**src/rtl/symm_mat_load.sv**
```systemverilog
// Stream-to-matrix loader: buffers 16 row-major elements in a shadow bank and
// commits them atomically to registered 4x4 outputs on a well-framed last element.
module symm_mat_load #(
   parameter int W = 26
) (
   input  logic                clk_ld,
   input  logic                rstn_ld,
   input  logic                clr_ld,
   input  logic                in_valid,
   output logic                in_ready,
   input  logic signed [W-1:0] in_data,
   input  logic                in_last,
   output logic signed [W-1:0] o11,
   output logic signed [W-1:0] o12,
   output logic signed [W-1:0] o13,
   output logic signed [W-1:0] o14,
   output logic signed [W-1:0] o21,
   output logic signed [W-1:0] o22,
   output logic signed [W-1:0] o23,
   output logic signed [W-1:0] o24,
   output logic signed [W-1:0] o31,
   output logic signed [W-1:0] o32,
   output logic signed [W-1:0] o33,
   output logic signed [W-1:0] o34,
   output logic signed [W-1:0] o41,
   output logic signed [W-1:0] o42,
   output logic signed [W-1:0] o43,
   output logic signed [W-1:0] o44,
   output logic                mat_valid,
   output logic                err_frame,
   output logic [7:0]          mat_cnt
);

   localparam int N_SH  = 15;
   localparam int N_MAT = 16;

   logic [3:0]          idx_r;
   logic [3:0]          idx_nxt_s;
   logic signed [W-1:0] shadow_r [N_SH];
   logic signed [W-1:0] mat_r    [N_MAT];
   logic                rdy_pre_r;
   logic                rdy_r;
   logic                mat_valid_r;
   logic                err_frame_r;
   logic [7:0]          mat_cnt_r;
   logic                acc_s;
   logic                commit_s;
   logic                err_s;
   logic                wr_s;

   assign acc_s = in_valid && rdy_r;

   // Frame decode: clear wins over accept; last on the 16th slot commits, any other last/no-last mismatch drops the frame
   always_comb begin
      idx_nxt_s = idx_r;
      commit_s  = 1'b0;
      err_s     = 1'b0;
      wr_s      = 1'b0;
      if (clr_ld) begin
         idx_nxt_s = 4'd0;
      end else if (acc_s) begin
         if (idx_r == 4'd15) begin
            idx_nxt_s = 4'd0;
            if (in_last) begin
               commit_s = 1'b1;
            end else begin
               err_s = 1'b1;
            end
         end else if (in_last) begin
            idx_nxt_s = 4'd0;
            err_s     = 1'b1;
         end else begin
            wr_s      = 1'b1;
            idx_nxt_s = idx_r + 4'd1;
         end
      end else begin
         idx_nxt_s = idx_r;
      end
   end

   // Control state: element index, ready ramp-up, status pulses and commit counter
   always_ff @(posedge clk_ld or negedge rstn_ld) begin
      if (!rstn_ld) begin
         idx_r       <= 4'd0;
         rdy_pre_r   <= 1'b0;
         rdy_r       <= 1'b0;
         mat_valid_r <= 1'b0;
         err_frame_r <= 1'b0;
         mat_cnt_r   <= 8'd0;
      end else begin
         idx_r       <= idx_nxt_s;
         rdy_pre_r   <= 1'b1;
         rdy_r       <= rdy_pre_r;
         mat_valid_r <= commit_s;
         err_frame_r <= err_s;
         mat_cnt_r   <= commit_s ? mat_cnt_r + 8'd1 : mat_cnt_r;
      end
   end

   // Shadow bank: one slot written per accepted non-final element
   always_ff @(posedge clk_ld or negedge rstn_ld) begin
      if (!rstn_ld) begin
         for (int i = 0; i < N_SH; i++) begin
            shadow_r[i] <= {W{1'b0}};
         end
      end else begin
         for (int i = 0; i < N_SH; i++) begin
            if (wr_s && (idx_r == 4'(i))) begin
               shadow_r[i] <= in_data;
            end else begin
               shadow_r[i] <= shadow_r[i];
            end
         end
      end
   end

   // Committed matrix: all 16 elements replaced on the same edge so no mix is ever visible
   always_ff @(posedge clk_ld or negedge rstn_ld) begin
      if (!rstn_ld) begin
         for (int i = 0; i < N_MAT; i++) begin
            mat_r[i] <= {W{1'b0}};
         end
      end else if (commit_s) begin
         for (int i = 0; i < N_SH; i++) begin
            mat_r[i] <= shadow_r[i];
         end
         mat_r[15] <= in_data;
      end else begin
         for (int i = 0; i < N_MAT; i++) begin
            mat_r[i] <= mat_r[i];
         end
      end
   end

   assign in_ready  = rdy_r;
   assign mat_valid = mat_valid_r;
   assign err_frame = err_frame_r;
   assign mat_cnt   = mat_cnt_r;

   assign o11 = mat_r[0];
   assign o12 = mat_r[1];
   assign o13 = mat_r[2];
   assign o14 = mat_r[3];
   assign o21 = mat_r[4];
   assign o22 = mat_r[5];
   assign o23 = mat_r[6];
   assign o24 = mat_r[7];
   assign o31 = mat_r[8];
   assign o32 = mat_r[9];
   assign o33 = mat_r[10];
   assign o34 = mat_r[11];
   assign o41 = mat_r[12];
   assign o42 = mat_r[13];
   assign o43 = mat_r[14];
   assign o44 = mat_r[15];

endmodule

```
**config.mk**
```make
export PLATFORM = sky130hd
export DESIGN_NAME = symm_mat_load
export DESIGN_NICKNAME = d
export VERILOG_FILES = /design/src/rtl/symm_mat_load.sv
export SDC_FILE = /design/constraint.sdc
export NUM_CORES = 1
export LEC_CHECK = 0
export BUFFER_PORTS_ARGS = -buffer_cell sky130_fd_sc_hd__buf_2
export CAP_MARGIN = 5
export CORE_MARGIN = 2
export CORE_UTILIZATION = 55
export CTS_BUF_LIST = sky130_fd_sc_hd__clkbuf_8
export DETAILED_ROUTE_END_ITERATION = 10
export GPL_TIMING_DRIVEN = 0
export PLACE_DENSITY = 0.88
export SLEW_MARGIN = 30
export SYNTH_ARGS = -nofsm -noshare
export SYNTH_HDL_FRONTEND = slang
export SYNTH_SLANG_ARGS = --single-unit
```
**constraint.sdc**
```tcl
create_clock -name clk_ld -period 2.8 [get_ports clk_ld]
set_clock_uncertainty 0.05 [all_clocks]
set_input_delay 0.28 -clock clk_ld [delete_from_list [all_inputs] [get_ports clk_ld]]
set_output_delay 0.28 -clock clk_ld [all_outputs]
set_load 0.005 [all_outputs]
```
==> impl_metrics.yaml, run 1 <==
power_and_ir_drop:
  combPwrFrac_pct: 3.0
  p_int_uw: 17300
  net-switching-power_uw: 5470
  netSwitchingFraction_pct: 24.1
  clkPwrFrac_pct: 43.7
  power_density_nw_per_um2: 600
  vdd_ir_drop_max_v: 0.000477
  power_frac_seq_pct: 53.3
  p_leak_uw: 0.0222
synthesis:
  synthTopCellsByArea: "dfrtp_1 65%, nand2_1 15%, mux2_2 8.9%"
  synth_top_area_cell: "dfrtp_1"
  yosysSeqAreaShare_pct: 65.3
  synth_nets: 2728
  ys_ff_latch: 822
  avgSynthCellArea_um2: 11.7
  ys.warnings.count: 0
  synth_cells: 2690
  syn_area_um2: 31500
  synthDistinctLibCells: 32
  yosys.area.top_type_share_pct: 65.3
grt:
  grt_antenna_before_repair: 2
  overflow: 0
  grt_max_degree: 129
  grt_first_pass_wirelength_um: 145000
  track_usage_pct: 32.8
  grt_pass1_vias: 23900
detailed_routing:
  vias: 23300
  firstDrtPassIters: 5
  first_iter_violations: 1914
  viasPerCell: 5.58
  wl_per_cell_um: 23.1
  drc: 0
  ant_nets: 0
  wl_um: 96200
worst_setup_path:
  r2r-end: "o13[9]$_DFFE_PN0P_"
  r2r_start: "idx_r[0]$_DFFE_PN0P_"
  required_ns: 3.45
  endpoint: "o13[9]$_DFFE_PN0P_"
  crit_fanout: 10
  ff2ff_setup_slack_ns: 0.13
  critical-path-top-delay-family: "buffers and inverters"
  crit_slowest_cell: "dfrtp_1"
  cp_num_cells: 11
  path_cells: "ha_2, nand3_1, inv_1, ha_1, nand4b_1, buf_4, bufinv_8, buf_2, buf_2, nand2_1, nand2_1"
  crit_path_max_incr_delay_ns: 0.44
  critPathArrivalTime_ns: 3.32
  cp-start-kind: "flip-flop"
  r2r_cells: 11
  endpoint_kind: "flip-flop"
  crit_type: "reg2reg"
  crit_buf_inv: 5
  startpoint: "idx_r[0]$_DFFE_PN0P_"
clock_network:
  cts.clk_slew.worst_paths_ns: 0.07
  tritoncts: "yes"
  clock_latency_ns: 0.78
  cts.sinks: 822
  cts_root_buffer: "clkbuf_8"
  numCtsBuffers: 132
  cts_buffer_depth: 3
  cts-htree-levels: 4
timing:
  final_hold_viol_count: 0
  fin_crit_sh_pct: 95.4
  maxSlewViolCount: 0
  tightest_slew_ns: 1.08
  fin_crit_ns: 2.67
  fin_tns_setup_ns: 0
  slew_headroom_pct: 28.1
  fmax_mhz: 374
  finalSetupViolCount: 0
finish:
  fin_nets: 3362
  drive_above_1_share_pct: 32.5
  layout_commonest_cell: "nand2_1"
  post-route-cell-area_um2: 37900
  area_growth_pct: 20.2
  layout_common_cells: "1257 x nand2_1, 822 x dfrtp_1, 490 x buf_2, 249 x mux2_2, 150 x clkbuf_8"
floorplanning:
  die_area_um2: 59200
  initial_core_util_pct: 55.8
  die_y_um: 243
  row_count: 87
  core_area_um2: 56500
  die_w_um: 243
  ios: 458
outcome:
  outcome: "completed"
place:
  placed_area_um2: 35000
  hpwl_um: 61600
  place.gp.congestion: 0.856
  numPortBuffers: 457
worst_hold_path:
  worstHoldPathType: "in2async"
flow_run:
  drv_cap: 0
==> how the worst min path moves through the flow <==
stage                           endpoint                 from  cells after the start
2_1_floorplan        err_frame$_DFF_PN0_              rstn_ld                      0
3_3_place_gp          in_ready$_DFF_PN0_  rdy_pre_r$_DFF_PN0_                      0
3_5_place_dp         o33[16]$_DFFE_PN0P_              rstn_ld                      1
4_1_cts              o34[22]$_DFFE_PN0P_              rstn_ld                      2
5_1_grt        shadow_r[122]$_DFFE_PN0P_              rstn_ld                      2
6_report       shadow_r[127]$_DFFE_PN0P_              rstn_ld                      2
==> cell type report <==
cell class	count	area, um^2
Antenna cell	1	2.50
Buffer	159	1030
Clock buffer	150	2060
Clock inverter	77	423
Fill cell	3755	18600
Inverter	6	36.3
Multi-Input combinational cell	1703	9970
Sequential cell	822	20600
Tap cell	756	946
Timing Repair Buffer	499	2840
Timing Repair inverter	1	5.00
==> kinds of logic (layout without fill, tap and decap cells) <==
logic type / count (synthesis) / count (layout) / synth area share [%]
simple gates: 1292 / 1292 / 15.9
flops: 822 / 822 / 65.3
mux: 390 / 390 / 15.1
buf+inv: 165 / 892 / 3.11
fa+ha+maj: 7 / 7 / 0.278
xor+xnor: 7 / 7 / 0.195
compound gates: 6 / 6 / 0.119
other cells: 1 / 2 / 0.0119
==> state kept, by name (all words and copies together), names as in the netlist <==
| name | count |
|---|---|
| o43 | 26 |
| mat_cnt | 8 |
| o33 | 26 |
| shadow_r | 390 |
| o31 | 26 |
| o14 | 26 |
| o13 | 26 |
| in_ready | 1 |
| mat_valid | 1 |
| err_frame | 1 |
| o23 | 26 |
| o21 | 26 |
| o32 | 26 |
| o12 | 26 |
| o24 | 26 |
| o44 | 26 |
| idx_r | 4 |
| o34 | 26 |
| o22 | 26 |
| o11 | 26 |
| o41 | 26 |
| rdy_pre_r | 1 |
| o42 | 26 |
==> Yosys cell counts (all sizes together) <==
cell type  number
inv             6
nand4b          2
nor2            2
a32o            1
and4            4
and4b           1
mux2          390
o21ai           1
conb            1
o211ai          1
nor2b           2
nor4bb          1
nand2        1257
ha              7
a21oi           3
nand3          10
nor3b           1
and3            9
buf            80
clkbuf         79
dfrtp         822
nand4           3
xnor2           7
==> power groups by stage <==
stage | clock [uW] | combinational (uW) | sequential (uW)
after global placement | 0 | 610 | 12300
after floorplan | 0 | 194 | 12300
after detailed placement | 0 | 664 | 12300
final | 9930 | 691 | 12100
after CTS | 9950 | 700 | 12100
after global routing | 10600 | 756 | 12100
==> metal layers <==
metal	part of all wire, %	wire, um	GRT usage [%]
met5	0.0073	7	0
met2	46	44400	50.5
met1	38	36300	41.6
met4	7.3	7030	21.9
met3	8.8	8510	8.10
==> through the flow <==
stage | instances | utilization [%] | worst slack [ns] | hold WS (ns) | total power [uW]
after floorplan | 2690 | - | 0.456 | -0.0656 | 12500
after global placement | 3903 | 61.5 | -15.52 | 0.282 | 12900
after detailed placement | 3911 | 61.9 | -0.512 | 0.241 | 13000
after CTS | 4170 | 67.0 | 0.0104 | 0.00121 | 22800
after global routing | 4174 | 67.1 | -0.0119 | 0.0435 | 23400
final | 4174 | 67.1 | 0.128 | 0.0163 | 22700
==> repair_timing <==
item / in CTS / in global routing
setup buffers: 0 / 2
gates cloned: 0 / 1
gates resized for setup: 27 / 31
setup endpoints to repair: 396 / 368
pin swaps: 0 / 0
hold endpoints to repair: 546 / 0
hold buffers: 32 / 0
Note: power is estimated with default switching activity, not from simulation.
==> run 2, diff against run 1 <==
--- a/config.mk
+++ b/config.mk
@@ -8,11 +8,12 @@
 export BUFFER_PORTS_ARGS = -buffer_cell sky130_fd_sc_hd__buf_2
 export CAP_MARGIN = 5
 export CORE_MARGIN = 2
-export CORE_UTILIZATION = 55
+export CORE_UTILIZATION = 30
 export CTS_BUF_LIST = sky130_fd_sc_hd__clkbuf_8
 export DETAILED_ROUTE_END_ITERATION = 10
 export GPL_TIMING_DRIVEN = 0
-export PLACE_DENSITY = 0.88
+export PLACE_DENSITY = 0.58
+export REMOVE_ABC_BUFFERS = 1
 export SLEW_MARGIN = 30
 export SYNTH_ARGS = -nofsm -noshare
 export SYNTH_HDL_FRONTEND = slang
==> impl_metrics.yaml, run 2 (synthesized netlist as in run 1, its figures left out) <==
outcome:
  outcome: "complete, but fails checks"
  failed_checks: "setup timing"
worst_setup_path:
  critPathArrivalTime_ns: 3.43
  cp-start-kind: "flip-flop"
  endpoint_kind: "flip-flop"
  crit_type: "reg2reg"
  required_ns: 3.42
  crit_fanout: 26
floorplanning:
  initial_core_util_pct: 30.3
  ios: 458
  die_w_um: 328
  die_y_um: 328
  row_count: 118
  die_area_um2: 108000
  core_area_um2: 104000
timing:
  fmax_mhz: 355
  final_hold_viol_count: 0
  fin_crit_ns: 2.82
  rsz0062_at_grt: "yes"
  finalWorstSetupSlack_ns: -0.0169
  finalSetupViolCount: 7
  slew_headroom_pct: 43.9
  maxSlewViolCount: 0
  tightest_slew_ns: 0.841
  fin_crit_sh_pct: 101
place:
  numPortBuffers: 457
  dp.cells: 4427
  place.gp.congestion: 0.725
  hpwl_um: 52500
  place_ws_ns: -0.745
clock_network:
  cts_buffer_depth: 3
  cts-htree-levels: 4
  cts_root_buffer: "clkbuf_8"
  clock_latency_ns: 0.80
  numCtsBuffers: 145
  cts.clk_slew.worst_paths_ns: 0.06
  tritoncts: "yes"
  cts.sinks: 822
finish:
  fin_util_pct: 37.7
  regArea_um2: 20600
  area_growth_pct: 24.4
  multi_input_area_um2: 10000
  fin_nets: 3282
  layout_commonest_cell: "nand2_1"
  drive_above_1_share_pct: 33.3
  fill_cells: 10300
  top_register: "shadow_r"
  largest_reg_flops: 390
  final_cells: 4733
  layout_common_cells: "1257 x nand2_1, 821 x dfrtp_1, 456 x buf_2, 249 x mux2_2, 183 x clkbuf_8"
detailed_routing:
  met1Wirelength_um: 39200
  first_iter_violations: 1179
  vias: 20700
  dr_wl_met2_um: 40600
  highest_layer: "met4"
  firstDrtPassIters: 4
  wl_met3_um: 5480
  wl_um: 87000
  drc: 0
  ant_nets: 0
  wl_per_cell_um: 18.4
  viasPerCell: 4.37
grt:
  grt_antenna_before_repair: 3
  overflow: 0
  track_usage_pct: 16.0
  grt_max_degree: 121
  grt_pass1_vias: 21100
  grt_first_pass_wirelength_um: 131000
worst_hold_path:
  worstHoldPathType: "reg2reg"
power_and_ir_drop:
  finalPower_uw: 23900
  vdd_ir_drop_max_v: 0.000362
  combPwrFrac_pct: 2.6
  p_int_uw: 18300
  net-switching-power_uw: 5590
  netSwitchingFraction_pct: 23.4
  power_density_nw_per_um2: 610
  p_leak_uw: 0.0223
  power_frac_seq_pct: 50.6
  clkPwrFrac_pct: 46.9
flow_run:
  drv_cap: 0
==> run 2: area by class of cell <==
cell class                 instances  share of cell area (%)
sequential                       822                    52.5
antenna                            3                  0.0192
clock inverter                    70                    1.10
inverter                           6                  0.0990
clock buffer                     183                    6.43
multi-input combinational       1704                    25.6
tap                             1380                    4.41
timing repair buffer             565                    9.85
==> run 2: worst max-delay path, cell delays in order (launching register included) <==
cell and delay [ns]:
dfrtp_1 0.45, ha_4 0.23, nand3_1 0.17, ha_1 0.19, and4b_4 0.37, nand3_4 0.66
mux2_2 0.54
==> run 2: what timing repair did <==
action	in CTS	in global routing
setup endpoints to repair	711	531
buffers inserted	16	0
hold endpoints to repair	689	0
hold buffers	34	0
resized for setup	6	4
pin swaps	1	1
cloned	2	4
==> run 2: final timing paths <==
check                           cells after the start  slack, ns            startpoint                        end
worst max-delay path                                6      -0.02  idx_r[1]$_DFFE_PN0P_  shadow_r[214]$_DFFE_PN0P_
worst min-delay path                                0       0.30   rdy_pre_r$_DFF_PN0_         in_ready$_DFF_PN0_
worst max register to register                      6      -0.02  idx_r[1]$_DFFE_PN0P_  shadow_r[214]$_DFFE_PN0P_
worst min register to register                      0       0.30   rdy_pre_r$_DFF_PN0_         in_ready$_DFF_PN0_
max in group asynchronous                           6       0.34               rstn_ld   shadow_r[84]$_DFFE_PN0P_
min in group asynchronous                           4       0.59               rstn_ld        o33[17]$_DFFE_PN0P_
==> run 2: metal layers <==
layer	GRT usage [%]	vias up
li1	-	9698
met3	4.94	118
met2	25.2	442
met5	0	-
met4	4.89	0
met1	21.0	10400
==> run 2: power groups by stage <==
stage | clock network, uW | logic [uW] | registers, uW
detailed placement | 0 | 590 | 12300
global placement | 0 | 546 | 12300
CTS | 11700 | 633 | 12100
global route | 12200 | 705 | 12100
floorplan | 0 | 152 | 12300
finish | 11200 | 616 | 12100
==> run 2: metrics by stage <==
step	setup TNS (ns)	hold WS, ns	area [um^2]
after floorplan	-6811.75	-0.0656	30600
after global placement	-	0.282	34600
after detailed placement	-233.33	0.147	35500
after CTS	-2.08	0.233	39100
after global routing	-4.47	0.316	39200
final	-0.0635	0.305	39200
